<file path="src/rtl/pipe_stage_reg_if.sv">
// Bundle of control, payload and status signals between a pipeline stage and
// its boundary register. The upstream stage drives through master; the register is the slave.
interface pipe_stage_reg_if #(
    parameter int DATA_W = 32,
    parameter int REG_W  = 5,
    parameter int TNEW_W = 3,
    parameter int FLAG_W = 2,
    parameter int CNT_W  = 16
);
    logic              stall;
    logic              flush;
    logic              in_valid;
    logic [DATA_W-1:0] in_ins;
    logic [REG_W-1:0]  in_target;
    logic [TNEW_W-1:0] in_tnew;
    logic [DATA_W-1:0] in_alu;
    logic [DATA_W-1:0] in_wdata;
    logic [DATA_W-1:0] in_pc;
    logic [FLAG_W-1:0] in_flags;

    logic              out_valid;
    logic [DATA_W-1:0] out_ins;
    logic [REG_W-1:0]  out_target;
    logic [TNEW_W-1:0] out_tnew;
    logic [DATA_W-1:0] out_alu;
    logic [DATA_W-1:0] out_wdata;
    logic [DATA_W-1:0] out_pc;
    logic [FLAG_W-1:0] out_flags;
    logic              fwd_ok;
    logic [CNT_W-1:0]  stall_cnt;
    logic [CNT_W-1:0]  bubble_cnt;

    modport master (
        output stall, flush, in_valid, in_ins, in_target, in_tnew,
               in_alu, in_wdata, in_pc, in_flags,
        input  out_valid, out_ins, out_target, out_tnew, out_alu,
               out_wdata, out_pc, out_flags, fwd_ok, stall_cnt, bubble_cnt
    );

    modport slave (
        input  stall, flush, in_valid, in_ins, in_target, in_tnew,
               in_alu, in_wdata, in_pc, in_flags,
        output out_valid, out_ins, out_target, out_tnew, out_alu,
               out_wdata, out_pc, out_flags, fwd_ok, stall_cnt, bubble_cnt
    );
endinterface

</file>
<file path="src/rtl/pipe_stage_reg.sv">
// Parametrised inter-stage pipeline register with stall/flush, valid bit,
// T_new countdown, forwarding eligibility and saturating perf counters.
module pipe_stage_reg #(
    parameter int DATA_W           = 32,
    parameter int REG_W            = 5,
    parameter int TNEW_W           = 3,
    parameter int FLAG_W           = 2,
    parameter int TNEW_DEC         = 1,
    parameter int KEEP_PC_ON_FLUSH = 1,
    parameter int CNT_W            = 16
) (
    input logic             clk,
    input logic             reset,
    pipe_stage_reg_if.slave bus
);

    typedef struct packed {
        logic              valid;
        logic [DATA_W-1:0] ins;
        logic [REG_W-1:0]  target;
        logic [TNEW_W-1:0] tnew;
        logic [DATA_W-1:0] alu;
        logic [DATA_W-1:0] wdata;
        logic [DATA_W-1:0] pc;
        logic [FLAG_W-1:0] flags;
    } stage_t;

    localparam logic [CNT_W-1:0] CNT_MAX = '1;

    stage_t            stage_q;
    stage_t            load_d;
    stage_t            bubble_d;
    logic [CNT_W-1:0]  stall_cnt_q;
    logic [CNT_W-1:0]  bubble_cnt_q;
    logic [TNEW_W-1:0] tnew_load;

    // T_new counts down as the instruction advances one stage, never below zero.
    assign tnew_load = (TNEW_DEC != 0 && bus.in_tnew != '0) ? bus.in_tnew - 1'b1
                                                             : bus.in_tnew;

    assign load_d = '{valid:  bus.in_valid,
                      ins:    bus.in_ins,
                      target: bus.in_target,
                      tnew:   tnew_load,
                      alu:    bus.in_alu,
                      wdata:  bus.in_wdata,
                      pc:     bus.in_pc,
                      flags:  bus.in_flags};

    always_comb begin
        bubble_d    = '0;
        bubble_d.pc = (KEEP_PC_ON_FLUSH != 0) ? bus.in_pc : '0;
    end

    // NOTE: state uses non-blocking assignments so every register samples the
    // pre-edge values; blocking here would let later statements see new values.
    always_ff @(posedge clk or posedge reset) begin
        if (reset) begin
            stage_q      <= '0;
            stall_cnt_q  <= '0;
            bubble_cnt_q <= '0;
        end else if (bus.flush) begin
            stage_q <= bubble_d;
            if (bubble_cnt_q != CNT_MAX) bubble_cnt_q <= bubble_cnt_q + 1'b1;
        end else if (bus.stall) begin
            if (stall_cnt_q != CNT_MAX) stall_cnt_q <= stall_cnt_q + 1'b1;
        end else begin
            stage_q <= load_d;
            if (!bus.in_valid && bubble_cnt_q != CNT_MAX)
                bubble_cnt_q <= bubble_cnt_q + 1'b1;
        end
    end

    assign bus.out_valid  = stage_q.valid;
    assign bus.out_ins    = stage_q.ins;
    assign bus.out_target = stage_q.target;
    assign bus.out_tnew   = stage_q.tnew;
    assign bus.out_alu    = stage_q.alu;
    assign bus.out_wdata  = stage_q.wdata;
    assign bus.out_pc     = stage_q.pc;
    assign bus.out_flags  = stage_q.flags;
    assign bus.stall_cnt  = stall_cnt_q;
    assign bus.bubble_cnt = bubble_cnt_q;

    // Derived only from registered state, so no in_* reaches an output combinationally.
    assign bus.fwd_ok = stage_q.valid && stage_q.target != '0 && stage_q.tnew == '0;

endmodule

</file>
<file path="src/flat_wrapper.sv">
// flat-port wrapper written by rule: the top's interface ports become plain ports
module pipe_stage_reg_flat 
#(
    parameter int DATA_W           = 32,
    parameter int REG_W            = 5,
    parameter int TNEW_W           = 3,
    parameter int FLAG_W           = 2,
    parameter int TNEW_DEC         = 1,
    parameter int KEEP_PC_ON_FLUSH = 1,
    parameter int CNT_W            = 16
)
  (clk, reset, bus_stall, bus_flush, bus_in_valid, bus_in_ins, bus_in_target, bus_in_tnew, bus_in_alu, bus_in_wdata, bus_in_pc, bus_in_flags, bus_out_valid, bus_out_ins, bus_out_target, bus_out_tnew, bus_out_alu, bus_out_wdata, bus_out_pc, bus_out_flags, bus_fwd_ok, bus_stall_cnt, bus_bubble_cnt);
  pipe_stage_reg_if #(.DATA_W(DATA_W), .REG_W(REG_W), .TNEW_W(TNEW_W), .FLAG_W(FLAG_W), .CNT_W(CNT_W)) bus_i ();
  input logic clk;
  input logic reset;
  input wire logic [$bits(bus_i.stall)-1:0] bus_stall;
  input wire logic [$bits(bus_i.flush)-1:0] bus_flush;
  input wire logic [$bits(bus_i.in_valid)-1:0] bus_in_valid;
  input wire logic [$bits(bus_i.in_ins)-1:0] bus_in_ins;
  input wire logic [$bits(bus_i.in_target)-1:0] bus_in_target;
  input wire logic [$bits(bus_i.in_tnew)-1:0] bus_in_tnew;
  input wire logic [$bits(bus_i.in_alu)-1:0] bus_in_alu;
  input wire logic [$bits(bus_i.in_wdata)-1:0] bus_in_wdata;
  input wire logic [$bits(bus_i.in_pc)-1:0] bus_in_pc;
  input wire logic [$bits(bus_i.in_flags)-1:0] bus_in_flags;
  output wire logic [$bits(bus_i.out_valid)-1:0] bus_out_valid;
  output wire logic [$bits(bus_i.out_ins)-1:0] bus_out_ins;
  output wire logic [$bits(bus_i.out_target)-1:0] bus_out_target;
  output wire logic [$bits(bus_i.out_tnew)-1:0] bus_out_tnew;
  output wire logic [$bits(bus_i.out_alu)-1:0] bus_out_alu;
  output wire logic [$bits(bus_i.out_wdata)-1:0] bus_out_wdata;
  output wire logic [$bits(bus_i.out_pc)-1:0] bus_out_pc;
  output wire logic [$bits(bus_i.out_flags)-1:0] bus_out_flags;
  output wire logic [$bits(bus_i.fwd_ok)-1:0] bus_fwd_ok;
  output wire logic [$bits(bus_i.stall_cnt)-1:0] bus_stall_cnt;
  output wire logic [$bits(bus_i.bubble_cnt)-1:0] bus_bubble_cnt;
  assign bus_i.stall = bus_stall;
  assign bus_i.flush = bus_flush;
  assign bus_i.in_valid = bus_in_valid;
  assign bus_i.in_ins = bus_in_ins;
  assign bus_i.in_target = bus_in_target;
  assign bus_i.in_tnew = bus_in_tnew;
  assign bus_i.in_alu = bus_in_alu;
  assign bus_i.in_wdata = bus_in_wdata;
  assign bus_i.in_pc = bus_in_pc;
  assign bus_i.in_flags = bus_in_flags;
  assign bus_out_valid = bus_i.out_valid;
  assign bus_out_ins = bus_i.out_ins;
  assign bus_out_target = bus_i.out_target;
  assign bus_out_tnew = bus_i.out_tnew;
  assign bus_out_alu = bus_i.out_alu;
  assign bus_out_wdata = bus_i.out_wdata;
  assign bus_out_pc = bus_i.out_pc;
  assign bus_out_flags = bus_i.out_flags;
  assign bus_fwd_ok = bus_i.fwd_ok;
  assign bus_stall_cnt = bus_i.stall_cnt;
  assign bus_bubble_cnt = bus_i.bubble_cnt;
  pipe_stage_reg #(.DATA_W(DATA_W), .REG_W(REG_W), .TNEW_W(TNEW_W), .FLAG_W(FLAG_W), .TNEW_DEC(TNEW_DEC), .KEEP_PC_ON_FLUSH(KEEP_PC_ON_FLUSH), .CNT_W(CNT_W)) u_core (.clk(clk), .reset(reset), .bus(bus_i));
endmodule
</file>
<file path="config.mk">
export PLATFORM = sky130hd
export DESIGN_NAME = pipe_stage_reg_flat
export DESIGN_NICKNAME = d
export VERILOG_FILES = /design/src/rtl/pipe_stage_reg_if.sv /design/src/rtl/pipe_stage_reg.sv /design/src/flat_wrapper.sv
export SDC_FILE = /design/constraint.sdc
export NUM_CORES = 1
export LEC_CHECK = 0
export CORE_MARGIN = 5
export CORE_UTILIZATION = 42
export DETAILED_ROUTE_END_ITERATION = 12
export HOLD_SLACK_MARGIN = 0.05
export PLACE_DENSITY = 0.8
export SLEW_MARGIN = 0
export SYNTH_ARGS = -nofsm -noshare
export SYNTH_HDL_FRONTEND = slang
export SYNTH_SLANG_ARGS = --single-unit
</file>
<file path="constraint.sdc">
create_clock -name clk -period 6.5 [get_ports clk]
set_input_delay 0.975 -clock clk [delete_from_list [all_inputs] [get_ports clk]]
set_output_delay 0.975 -clock clk [all_outputs]
set_load 0.02 [all_outputs]
</file>
---- After elaboration in Yosys (flattened, before gate mapping) ----
Index checks and enable logic that the tools add are counted.
cells by class
  multiplexer cells ....................... 7
  eq/ne operators ......................... 4
  reductions and logical operators ........ 10
  $add $sub $neg .......................... 3
  bitwise logic cells ..................... 1
operator list
  cell                   number
  $mux 139               2
  $mux 16                4
  $add 16x1->16 const B  2
  $ne 16x16->1 const B   2
  $reduce_and 3->1       2
  $reduce_bool 5->1      1
  $ne 2x1->1 const B     2
  $logic_and 1x1->1      3
  $logic_not 3->1        1
  $mux 3                 1
  $reduce_bool 3->1      1
  $sub 3x1->3 const B    1
  $reduce_bool 2->1      1
  $logic_not 1->1        1
  $not 1->1              1
storage, ports and cells
  register bits ........................... 171
  bits of input ports ..................... 143
  logic and storage cells ................. 35
  output and inout port bits .............. 172

---- Logic depth before layout (Yosys ltp) ----
  depth in word-level cells ............... 5
  gate-level depth with buffers ........... 6
  depth with buffers taken out ............ 6

---- Worst setup path after synthesis ----
No wires, ideal clock.
  path kind ............................... reg-to-output
  from .................................... register u_core.stage_q (netlist bit u_core.bus.out_tnew[0])
  to ...................................... output bus_fwd_ok
  path buffers ............................ 0
  arrival ................................. 1.477 ns
  slack ................................... 4.048 ns
  stages on the path, launching flop included .. 3
  data required time ...................... 5.525 ns
  cell sequence ........................... dfrtp_1 -> or4b_2 -> a21oi_1
on the way
  cells in the longest elaborated chain, start to end .. 2
RTL lines
  what                    line                  text
  start, declared         pipe_stage_reg.sv:30  stage_t stage_q;
  start signal, assigned  pipe_stage_reg.sv:63  stage_q <= bubble_d;
  start signal, assigned  pipe_stage_reg.sv:68  stage_q <= load_d;
  $logic_not 3->1         pipe_stage_reg.sv:86  assign bus.fwd_ok = stage_q.valid && stage_q.target != '0 && stage_q.tnew == '0;
  $logic_and 1x1->1       pipe_stage_reg.sv:86
  end, declared           flat_wrapper.sv:34    output wire logic [$bits(bus_i.fwd_ok)-1:0] bus_fwd_ok;
Every way passes these cells.

---- Final worst setup path ----
Same ends and word-level chain as after synthesis.

==> impl_metrics.env <==
export IMPL_drt_iter0_markers=227
export IMPL_syn_area_per_cell_um2=11.2
export IMPL_critPathTopFamily="simple AND/OR/NAND/NOR gates"
export IMPL_ys_warn_count=0
export IMPL_drc=0
export IMPL_drv_slew=0
export IMPL_placed_area_um2=10500
export IMPL_hold_slack_ns=0.466
export IMPL_rsz0062_at_grt="no"
export IMPL_synthTopCellsByArea="dfrtp_1 60%, mux2i_1 15%, nor2_1 6.1%"
export IMPL_grt_overflow=0
export IMPL_min_path_type="flip-flop to flip-flop"
export IMPL_cts_buffers=17
export IMPL_place_congestion=0.774
export IMPL_design_area_um2=11000
export IMPL_synth_edf_count=0
export IMPL_crit_fanout=3
export IMPL_cts_setup_buffers=0
export IMPL_fp_dieArea_um2=19700
export IMPL_n_antenna_cell=0
export IMPL_required_ns=5.52
export IMPL_routed_wirelength_um=20100
export IMPL_setup_ws_ns=3.29
export IMPL_p_per_area_nw_per_um2=266
export IMPL_drive_above_1_share_pct=5.65
export IMPL_stdcell_count=1175
export IMPL_start_util_pct=42.9
export IMPL_power_leakage_nw=5.23
export IMPL_vias=5690
export IMPL_p_total_mw=2.94
export IMPL_post_route_period_util_pct=49.3
export IMPL_dp_hpwl_um=14600
export IMPL_cts_tree="yes"
export IMPL_setup_viol=0
export IMPL_slew_headroom_pct=24.3
export IMPL_ant_nets=0
export IMPL_clk_latency_ns=0.42
export IMPL_grt_max_degree=75
export IMPL_async_reset_ff_share_pct=100
export IMPL_viasPerCell=4.84
export IMPL_critical_path_class="flip-flop to output pin"
export IMPL_worst_pin_slew_ns=1.12
export IMPL_cts_htree_levels=4
export IMPL_period_minus_slack_ns=3.21
export IMPL_final_nets=1090
export IMPL_utilization_pct=66.4
export IMPL_fillers=1334
export IMPL_ir_worst_vdd_uv=232
export IMPL_core_area_um2=16600
export IMPL_path_buf_inv=1
export IMPL_cap_violations=0
export IMPL_fin_skew_ns=0.00868
export IMPL_clk_pin_slew_ns=0.07
export IMPL_portBuffers=314
export IMPL_antenna_found_initial=0
export IMPL_track_usage_pct=20.3
export IMPL_synth_cells=638
export IMPL_first_pass_iters=5
export IMPL_clockBufferDepth=2
export IMPL_status="complete, no violations"
export IMPL_syn_area_um2=7150
export IMPL_ctsResizeCount=0
export IMPL_worst_endpoint_arrival_ns=2.23
export IMPL_place_ws_ns=3.53
export IMPL_syn_nets=785
export IMPL_synth_top_flop_cell="dfrtp_1"
export IMPL_cts_sinks=171
export IMPL_yosysTopAreaCellShare_pct=59.9
export IMPL_num_rows=47
export IMPL_dieWidth_um=140
export IMPL_wl_per_cell_um=17.1
export IMPL_tns_ns=0
export IMPL_grt_pass1_wl_um=32000
export IMPL_holdBufCountCts=0
export IMPL_hold_violations=0
export IMPL_ys_seq_area_share_pct=59.9
export IMPL_crit_path_end_kind="output pin"
export IMPL_cp_slowest_cell="or4b_2"
export IMPL_ys_types=36
export IMPL_dp_cells=1144
export IMPL_fp_dieH_um=140
export IMPL_synth_seq_cells=171
export IMPL_cp_start_kind="flip-flop"
export IMPL_area_growth_pct=54.6
export IMPL_cp_slowest_stage_delay_ns=0.66
export IMPL_grt_pass1_vias=5952
export IMPL_r2r_slack_ns=4.15
export IMPL_synth_most_common_cell="dfrtp_1"
export IMPL_path_cells="or4b_2, a21oi_1, clkdlybuf4s50_1"
export IMPL_netlist_top_cells_count="171 x dfrtp_1, 116 x nor2_1, 108 x mux2i_1"
export IMPL_synth_top_cell_by_area="dfrtp_1"
export IMPL_top_level_ports=315
export IMPL_clockRootBuffer="clkbuf_16"
export IMPL_max_freq_mhz=312
cell families (layout without fill, tap and decap cells):
group | after synthesis | count (layout) | share of synthesized area, %
fa+ha+maj | 4 | 4 | 0.700
compound gates | 6 | 6 | 0.665
simple gates | 276 | 276 | 16.9
buf+inv | 40 | 357 | 2.50
flops | 171 | 171 | 59.9
xor+xnor | 30 | 30 | 3.68
mux | 111 | 111 | 15.7
cells in the final DEF, fill, tap and decap left out, drive strengths merged, types with 3 or more instances in the layout:
cell type and instances:
and4 3, nor4 5, ha 4, xor2 23
clkinv 4, dfrtp 171, nor2 117, clkbuf 19
nand2 106, nand4 11, clkdlybuf4s50 312, nand3 9
inv 10, buf 8, xnor2 7, mux2 3
nor3 14, mux2i 108
routing by layer:
metal,vias up,routed length (um),GRT usage [%],part of all wire (%)
met5,-,0,0,0
met2,206,9910,33.9,49
met3,30,1830,8.11,9.1
met4,0,471,6.43,2.3
li1,2717,-,-,-
met1,2737,7910,24.0,39
layout make-up:
class	count	area (um2)	share of cell area (%)
clock buffer	19	453	4.10
clock inverter	12	138	1.25
inverter	6	27.5	0.249
multi-input combinational	427	2690	24.3
sequential	171	4280	38.7
tap	220	275	2.49
timing repair buffer	320	3190	28.8
power breakdown:
group	internal, mW	switching (mW)
sequential	1.16	0.102
combinational	0.336	0.323
clock	0.589	0.429
registers in the layout (all words and copies together) (netlist names):
signal,flops
u_core.bus.out_target,5
u_core.bus.out_tnew,3
u_core.bus.out_ins,32
u_core.bus.stall_cnt,16
u_core.bus.out_flags,2
u_core.bus.bubble_cnt,16
u_core.bus.out_valid,1
u_core.bus.out_pc,32
u_core.bus.out_wdata,32
u_core.bus.out_alu,32
worst min-delay path, cell delays in order (launching register included):
cell	delay, ns
dfrtp_1	0.34
nand2_1	0.05
nand2_1	0.04
worst paths after layout:
kind	from	endpoint	depth (start not counted)
setup / recovery	u_core.bus.out_tnew[0]	bus_fwd_ok	3
hold / removal	u_core.bus.out_pc[19]	u_core.bus.out_pc[19]	2
setup reg to reg	u_core.bus.bubble_cnt[0]	u_core.bus.bubble_cnt[1]	4
hold reg to reg	u_core.bus.out_pc[19]	u_core.bus.out_pc[19]	2
max in group asynchronous	reset	u_core.bus.out_wdata[24]	3
min in group asynchronous	reset	u_core.bus.out_ins[27]	2
Note: power is estimated with default switching activity, not from simulation.
